==> src/rtl/pwm_pkg.sv <==
// Shared definitions for the multi-channel PWM generator: state encoding,
// default widths and the duty-bus lane helper.
package pwm_pkg;

  localparam int CNT_W_DEF = 14;
  localparam int NCH_DEF   = 4;
  localparam int DT_W_DEF  = 6;

  typedef enum logic {
    ST_IDLE = 1'b0,
    ST_RUN  = 1'b1
  } pwm_state_e;

  // LSB position of lane 'lane' in a flat bus of 'w'-bit lanes.
  function automatic int lane_lsb(input int lane, input int w);
    return lane * w;
  endfunction

endpackage

==> src/rtl/pwm_deadtime.sv <==
// Dead-time shaper for one channel: p/n rise only after raw has held its level
// for 'deadtime' clks, and both fall one clk after the raw edge; no backpressure.
module pwm_deadtime
  import pwm_pkg::*;
#(
  parameter int DT_W = DT_W_DEF
) (
  input  logic            clk,
  input  logic            rst,
  input  logic            clr,
  input  logic            raw,
  input  logic [DT_W-1:0] deadtime,
  output logic            p,
  output logic            n
);

  logic            raw_q, raw_d;
  logic            p_q, p_d;
  logic            n_q, n_d;
  logic [DT_W-1:0] cnt_q, cnt_d;
  logic [DT_W-1:0] held;
  logic            same;

  // cnt_q is how many clks raw has sat at raw_q so far; it saturates so a
  // long steady level always satisfies any deadtime value.
  always_comb begin
    same  = (raw == raw_q);
    held  = same ? cnt_q : '0;
    raw_d = raw;
    if (!same) begin
      cnt_d = DT_W'(1);
    end else if (&cnt_q) begin
      cnt_d = cnt_q;
    end else begin
      cnt_d = cnt_q + DT_W'(1);
    end
    p_d = raw && (held >= deadtime);
    n_d = !raw && (held >= deadtime);
    if (clr) begin
      raw_d = 1'b0;
      cnt_d = '0;
      p_d   = 1'b0;
      n_d   = 1'b0;
    end
  end

  always_ff @(posedge clk) begin
    if (rst) begin
      raw_q <= 1'b0;
      cnt_q <= '0;
      p_q   <= 1'b0;
      n_q   <= 1'b0;
    end else begin
      raw_q <= raw_d;
      cnt_q <= cnt_d;
      p_q   <= p_d;
      n_q   <= n_d;
    end
  end

  assign p = p_q;
  assign n = n_q;

endmodule

==> src/rtl/pwm_multichannel_gen.sv <==
// Multi-channel PWM: shared period counter, NCH comparators, period/duty committed at period boundaries.
// Outputs lag the counter by 1 clk; no backpressure. PWM_DEADTIME_EN adds complementary dead-time pairs.
module pwm_multichannel_gen
  import pwm_pkg::*;
#(
  parameter int CNT_W = CNT_W_DEF,
  parameter int NCH   = NCH_DEF,
  parameter int DT_W  = DT_W_DEF
) (
  input  logic                 clk,
  input  logic                 rst,
  input  logic                 enable,
  input  logic [CNT_W-1:0]     period,
  input  logic [NCH*CNT_W-1:0] duty,
  input  logic                 load,
  input  logic [DT_W-1:0]      deadtime,
  output logic [NCH-1:0]       pwm_out,
  output logic [NCH-1:0]       pwm_n,
  output logic                 period_end,
  output logic                 upd_pend
);

  pwm_state_e                state_q, state_d;
  logic [CNT_W-1:0]          cnt_q, cnt_d;
  logic [CNT_W-1:0]          per_act_q, per_act_d;
  logic [CNT_W-1:0]          per_sh_q, per_sh_d;
  logic [NCH-1:0][CNT_W-1:0] duty_act_q, duty_act_d;
  logic [NCH-1:0][CNT_W-1:0] duty_sh_q, duty_sh_d;
  logic                      upd_pend_q, upd_pend_d;
  logic                      period_end_q, period_end_d;
  logic                      run, live, wrap, commit;
  logic [NCH-1:0]            raw;

  always_comb begin
    state_d    = enable ? ST_RUN : ST_IDLE;
    run        = (state_q == ST_RUN);
    live       = run && enable;
    wrap       = run && (cnt_q == per_act_q);
    // IDLE has no waveform to protect, so a pending update lands at once.
    commit     = upd_pend_q && (!run || wrap);
    per_act_d  = per_act_q;
    duty_act_d = duty_act_q;
    per_sh_d   = per_sh_q;
    duty_sh_d  = duty_sh_q;
    upd_pend_d = upd_pend_q;
    if (commit) begin
      per_act_d  = per_sh_q;
      duty_act_d = duty_sh_q;
      upd_pend_d = 1'b0;
    end
    if (load) begin
      per_sh_d = period;
      for (int i = 0; i < NCH; i++) begin
        duty_sh_d[i] = duty[lane_lsb(i, CNT_W) +: CNT_W];
      end
      upd_pend_d = 1'b1;
    end
    cnt_d        = (state_d == ST_RUN && run && !wrap) ? cnt_q + CNT_W'(1) : '0;
    period_end_d = (state_d == ST_RUN) && (cnt_d == per_act_d);
    raw          = '0;
    for (int i = 0; i < NCH; i++) begin
      raw[i] = live && (cnt_q < duty_act_q[i]);
    end
  end

  always_ff @(posedge clk) begin
    if (rst) begin
      state_q      <= ST_IDLE;
      cnt_q        <= '0;
      per_act_q    <= '0;
      per_sh_q     <= '0;
      duty_act_q   <= '0;
      duty_sh_q    <= '0;
      upd_pend_q   <= 1'b0;
      period_end_q <= 1'b0;
    end else begin
      state_q      <= state_d;
      cnt_q        <= cnt_d;
      per_act_q    <= per_act_d;
      per_sh_q     <= per_sh_d;
      duty_act_q   <= duty_act_d;
      duty_sh_q    <= duty_sh_d;
      upd_pend_q   <= upd_pend_d;
      period_end_q <= period_end_d;
    end
  end

  assign period_end = period_end_q;
  assign upd_pend   = upd_pend_q;

`ifdef PWM_DEADTIME_EN
  for (genvar i = 0; i < NCH; i++) begin : g_dt
    pwm_deadtime #(
      .DT_W(DT_W)
    ) u_dt (
      .clk     (clk),
      .rst     (rst),
      .clr     (!live),
      .raw     (raw[i]),
      .deadtime(deadtime),
      .p       (pwm_out[i]),
      .n       (pwm_n[i])
    );
  end
`else
  logic [NCH-1:0] pwm_q, pwm_d;
  logic           unused_deadtime;

  always_comb begin
    pwm_d = raw;
  end

  always_ff @(posedge clk) begin
    if (rst) begin
      pwm_q <= '0;
    end else begin
      pwm_q <= pwm_d;
    end
  end

  assign pwm_out         = pwm_q;
  assign pwm_n           = '0;
  assign unused_deadtime = ^deadtime;
`endif

endmodule

==> config.mk <==
export PLATFORM = sky130hd
export DESIGN_NAME = pwm_multichannel_gen
export DESIGN_NICKNAME = d
export VERILOG_FILES = /design/src/rtl/pwm_pkg.sv /design/src/rtl/pwm_deadtime.sv /design/src/rtl/pwm_multichannel_gen.sv
export SDC_FILE = /design/constraint.sdc
export NUM_CORES = 1
export LEC_CHECK = 0
export ABC_AREA = 1
export CELL_PAD_IN_SITES_DETAIL_PLACEMENT = 0
export CELL_PAD_IN_SITES_GLOBAL_PLACEMENT = 1
export CORE_MARGIN = 8
export CORE_UTILIZATION = 30
export CTS_CLUSTER_SIZE = 14
export DETAILED_ROUTE_END_ITERATION = 7
export PLACE_DENSITY_LB_ADDON = 0.1
export SLEW_MARGIN = 5
export SYNTH_ARGS = -nofsm -noshare
export SYNTH_HDL_FRONTEND = slang
export SYNTH_SLANG_ARGS = --single-unit
==> constraint.sdc <==
create_clock -name clk -period 3.3 [get_ports clk]
set_input_delay 0.66 -clock clk [delete_from_list [all_inputs] [get_ports clk]]
set_output_delay 0.66 -clock clk [all_outputs]
set_load 0.03 [all_outputs]
### Word-level counts from Yosys, hierarchy flattened

Cells that the tools add are included.

| storage, ports and cells | value |
|---|---|
| register bits | 161 |
| input bits | 80 |
| output and inout bits | 10 |
| word-level logic and storage cells | 41 |

| cells by class | value |
|---|---|
| add/sub/neg operators | 1 |
| order comparisons | 4 |
| equal/unequal tests | 2 |
| multiplexer cells | 5 |
| reductions and logical operators | 14 |

Operator list:

| kind | number |
|---|---|
| less-than comparator 14 bit | 4 |
| == test 14 bit | 2 |
| two-way mux 14 bit | 2 |
| adder 14 x 1 -> 14 bit (second input constant) | 1 |
| logical AND 1 bit | 10 |
| two-way mux 1 bit | 3 |
| logical NOT 1 bit | 2 |
| nonzero test 2 bit | 1 |
| logical OR 1 bit | 1 |

### Depth between registers and ports, before layout

| logic depth | value |
|---|---|
| depth in word-level cells | 7 |
| gate-level depth with buffers | 18 |
| depth with buffers taken out | 17 |

### Least setup slack after synthesis

No wires, ideal clock.

| timing | value |
|---|---|
| path type | reg-to-reg |
| from | register cnt_q[1] |
| to | register period_end_q, in the netlist period_end |
| library setup time | 110 ps |
| arrival | 1793 ps |
| data required time | 3190 ps |
| setup slack | 1396 ps |
| stages on the path, launching flop included | 15 |
| path buffers | 0 |
| period minus slack after synthesis | 1904 ps |
| cells stage by stage | dfxtp_1 -> ha_1 -> nand2_1 -> nor2_1 -> nand3_1 -> or2_2 -> nand2_1 -> nand3b_1 -> nand3_1 -> nand2_1 -> inv_1 -> nand2_1 -> nor2_1 -> nand2_1 -> nor2_1 |

| on the way | value |
|---|---|
| cells in the longest elaborated chain, start to end | 7 |
| elaborated cells on any way between the ends | 11 |
| classes of those cells | 1 x add/sub; 2 x eq/ne; 2 x mux; 6 x reduce/logical |

RTL lines:

| item | RTL line | text |
|---|---|---|
| start, declared | pwm_multichannel_gen.sv:24 | `logic [CNT_W-1:0] cnt_q, cnt_d;` |
| start signal, assigned | pwm_multichannel_gen.sv:78 | `cnt_q <= cnt_d;` |
| parallel branches: the longest is 5 deep, another holds adder 14 x 1 -> 14 bit | - |  |
| == test 14 bit * | pwm_multichannel_gen.sv:59 | `period_end_d = (state_d == ST_RUN) && (cnt_d == per_act_d);` |
| logical AND 1 bit * | pwm_multichannel_gen.sv:59 |  |
| end signal, assigned | pwm_multichannel_gen.sv:84 | `period_end_q <= period_end_d;` |
| end, declared | pwm_multichannel_gen.sv:30 | `logic period_end_q, period_end_d;` |

Mark *: on every way between the ends.
A chain may end at the register's enable or synchronous reset.

### Worst setup path in the final report

| timing | value |
|---|---|
| from | register cnt_q[10] |
| to | register period_end_q, in the netlist period_end |

The elaborated chain is that of the path after synthesis.

==> impl_metrics.env <==
export IMPL_ys_top_cells_by_area="sky130_fd_sc_hd__dfxtp_1 42%, sky130_fd_sc_hd__nor2_1 9.1%, sky130_fd_sc_hd__ha_1 8.7%, sky130_fd_sc_hd__o21ai_0 8.5%, sky130_fd_sc_hd__a21oi_1 6.4%"
export IMPL_avgViaCountPerCell=4.546
export IMPL_routedWlPerCell_um=15.14
export IMPL_via_count_of_the_first_global_routing_pass=6513
export IMPL_grt_overflow_total=0
export IMPL_run_status="finished, final reports clean"
export IMPL_layout_cell_area_non_filler_um2=9395
export IMPL_leakagePower_nw=4.002
export IMPL_yosys_warnings=0
export IMPL_floorplan_die_area_um2=30760
export IMPL_setup_total_negative_slack_ps=0
export IMPL_postRouteWirelength_um=21950
export IMPL_synth_top_cells_by_count="184 x sky130_fd_sc_hd__nor2_1, 161 x sky130_fd_sc_hd__dfxtp_1, 130 x sky130_fd_sc_hd__nand2_1, 129 x sky130_fd_sc_hd__o21ai_0, 108 x sky130_fd_sc_hd__inv_1"
export IMPL_clock_skew_final_ps=12.99
export IMPL_synthesis_area_um2=7622
export IMPL_cts_tree="built"
export IMPL_worst_hold_path_endpoint="duty_act_q[1]$_SDFFE_PP0N_"
export IMPL_n_antenna_cell=0
export IMPL_syn_area_per_cell_um2=7.372
export IMPL_timing_critical_path_from_type="flip-flop"
export IMPL_vdd_ir_drop_worst_mv=0.2862
export IMPL_synth_lib_cells_used_distinct=34
export IMPL_final_antenna_net_count=0
export IMPL_area_growth_pct=23.26
export IMPL_routed_via_count=6591
export IMPL_globalplace_congestion=0.7872
export IMPL_number_of_cells_on_the_worst_hold_path=2
export IMPL_grt_first_pass_wirelength_um=34870
export IMPL_timing_critical_path_cells="inv_1 -> nand2_1 -> nand4_1 -> nor2_4 -> nand2_4 -> nand2_4 -> nand2_4 -> buf_12 -> o21ai_2 -> nand2_1 -> nand2_1 -> nor2_1 -> nand2_1 -> nor2_1"
export IMPL_worst_pin_slew_ps=600.8
export IMPL_hold_path_class="reg2reg"
export IMPL_placement_io_buffers=79
export IMPL_post_route_cells_drive_above_1_share_pct=7.143
export IMPL_timing_final_hold_violations=0
export IMPL_worst_r2r_path_depth=14
export IMPL_clk_latency_ps=440
export IMPL_cpMaxStageDelayCell="sky130_fd_sc_hd__dfxtp_1"
export IMPL_crit_path_max_fanout=79
export IMPL_postSynthRegisterBits=161
export IMPL_syn_instance_count=1034
export IMPL_worst_reg2reg_path_startpoint="cnt_q[10]$_SDFF_PP0_"
export IMPL_hold_path_startpoint="duty_act_q[1]$_SDFFE_PP0N_"
export IMPL_yosysMostFrequentCell="sky130_fd_sc_hd__nor2_1"
export IMPL_cp_arrival_ps=2790
export IMPL_slowest_delay_ps=610
export IMPL_numCtsBuffers=17
export IMPL_cts_htree_levels=4
export IMPL_design_portCount=90
export IMPL_die_height_um=175.4
export IMPL_fmax_ghz=0.4068
export IMPL_post_synth_top_area_cell="sky130_fd_sc_hd__dfxtp_1"
export IMPL_grt_total_usage_pct=14.52
export IMPL_start_util_pct=30.44
export IMPL_postCtsSetupRepairBufs=0
export IMPL_buffer_depth_of_the_longest_clock_path=2
export IMPL_worst_slew_margin_rel_pct=59.95
export IMPL_antenna_violations_before_repair=0
export IMPL_max_cap_violations=0
export IMPL_coreArea_um2=25040
export IMPL_reg2reg_slack_ps=840
export IMPL_dieWidth_um=175.4
export IMPL_ratio_of_total_power_to_cell_area_nw_per_um2=511.8
export IMPL_clk_pin_slew_ps=70
export IMPL_final_min_clock_period_ps=2459
export IMPL_grt_max_degree=80
export IMPL_timing_final_max_slew_violations=0
export IMPL_worst_path_buf_inv=2
export IMPL_rows=58
export IMPL_ys_flop_type="sky130_fd_sc_hd__dfxtp_1"
export IMPL_first_iter_violations=259
export IMPL_cts_hold_buffers_added=0
export IMPL_critical_path_top_cell_by_count="sky130_fd_sc_hd__nand2_1"
export IMPL_yosys_area_top_type_share_pct=42.28
export IMPL_cts_resized_gates=0
export IMPL_post_route_clock_period_utilization_pct=74.50
export IMPL_post_dp_hpwl_um=15380
export IMPL_rsz0062_at_grt="no"
export IMPL_setup_worst_path_end_class="flip-flop"
export IMPL_clk_root_buffer_cell="sky130_fd_sc_hd__clkbuf_16"
export IMPL_worstReg2RegEnd="period_end$_SDFF_PP0_"
export IMPL_synthArstFlopShare_pct=0
export IMPL_post_dp_cell_area_um2=8785
export IMPL_required_worst_endpoint_ps=3630
export IMPL_numClockSinks=161
export IMPL_drt_pass1_iterations=4
export IMPL_utilization_after_layout_pct=37.53
export IMPL_critPathKind="reg2reg"
export IMPL_fin_nets=1240
export IMPL_synth_edff_count=0
export IMPL_drc=0
export IMPL_synth_seq_area_share_pct=42.28
export IMPL_cp_top_family="simple AND/OR/NAND/NOR gates"
export IMPL_finalSetupViolations=0
-- stage by stage --
| stage | setup WS, ps | std cells | hold WS [ps] | power (mW) |
|---|---|---|---|---|
| after floorplan | 1396 | 1037 | 433.1 | 2.566 |
| after global placement | 645.3 | 1418 | 445.6 | 2.781 |
| after detailed placement | 670.7 | 1418 | 450.4 | 2.784 |
| after CTS | 771.0 | 1450 | 460.7 | 4.878 |
| after global routing | 531.3 | 1450 | 476.4 | 5.056 |
| final | 841.5 | 1450 | 458.5 | 4.809 |
-- power breakdown --
group / internal (mW) / switching, mW / total [mW]
combinational: 0.255 / 0.357 / 0.612
clock: 1.16 / 0.915 / 2.08
sequential: 2.07 / 0.0499 / 2.12
total: 3.49 / 1.32 / 4.81
-- cell families after synthesis --
kind of cell,Yosys count,synth area share [%]
AND/OR/NAND/NOR,407,22.95
AO/OA/AOI/OAI,242,16.53
buffers and inverters,166,9.028
flip-flops,161,42.28
adder cells (fa/ha/maj),53,8.700
XOR/XNOR,4,0.4596
other,1,0.04920
-- layout make-up --
cell class                 instances  area (um^2)
multi-input combinational        710         3722
timing repair buffer             105         1006
clock inverter                    14        171.4
fill                            2733        15640
sequential                       161         3223
tap                              330        412.9
clock buffer                      18        439.2
inverter                         112        420.4
-- worst max-delay path by stage --
stage	from	cells after the start	to	slack [ps]
after CTS	cnt_q[10]$_SDFF_PP0_	15	period_end$_SDFF_PP0_	770
after detailed placement	enable	11	period_end$_SDFF_PP0_	670
after global routing	cnt_q[10]$_SDFF_PP0_	15	period_end$_SDFF_PP0_	530
after global placement	enable	11	period_end$_SDFF_PP0_	650
after floorplan	cnt_q[1]$_SDFF_PP0_	14	period_end$_SDFF_PP0_	1400
final	cnt_q[10]$_SDFF_PP0_	14	period_end$_SDFF_PP0_	840
-- worst register-to-register path, delay by kind of cell, from the launching register on --
kind / cells / cell delay (ps)
compound gates: 1 / 180
flops: 1 / 610
buf+inv: 2 / 410
simple gates: 11 / 1170
-- state kept, by name (all words and copies together) (netlist names) --
signal and cells:
duty_act_q 56, pwm_out 4, duty_sh_q 56, period_end 1, run 1, per_sh_q 14
upd_pend 1, per_act_q 14, cnt_q 14
-- layout by cell type (no fill, tap or decap), types with 2 or more instances in the layout --
cell,instances
sky130_fd_sc_hd__buf_12,2
sky130_fd_sc_hd__buf_4,24
sky130_fd_sc_hd__o21ai_0,129
sky130_fd_sc_hd__clkbuf_16,17
sky130_fd_sc_hd__inv_2,5
sky130_fd_sc_hd__nand3b_1,10
sky130_fd_sc_hd__inv_1,107
sky130_fd_sc_hd__a211oi_1,4
sky130_fd_sc_hd__nand3_1,45
sky130_fd_sc_hd__nand2_4,4
sky130_fd_sc_hd__inv_8,2
sky130_fd_sc_hd__dfxtp_1,161
sky130_fd_sc_hd__inv_6,5
sky130_fd_sc_hd__xor2_1,4
sky130_fd_sc_hd__nor2_1,184
sky130_fd_sc_hd__nor2_4,2
sky130_fd_sc_hd__bufinv_16,2
sky130_fd_sc_hd__nor3_1,4
sky130_fd_sc_hd__nor4_1,3
sky130_fd_sc_hd__a21oi_1,98
sky130_fd_sc_hd__nand2_2,4
sky130_fd_sc_hd__clkdlybuf4s50_1,78
sky130_fd_sc_hd__nand2_1,130
sky130_fd_sc_hd__o211ai_1,2
sky130_fd_sc_hd__clkinvlp_4,2
sky130_fd_sc_hd__conb_1,4
sky130_fd_sc_hd__o221ai_1,4
sky130_fd_sc_hd__nand4_1,17
sky130_fd_sc_hd__ha_1,53
sky130_fd_sc_hd__nand3_2,2
-- metal layers --
metal  vias up  wire length [um]  track usage [%]
met4         0               252            4.486
met3        18               700            3.114
met2        79             10170            23.80
met1      2962             10830            18.78
met5         -                 0                0
li1       3532                 -                -
No activity file was read; power rests on OpenSTA's default activity.
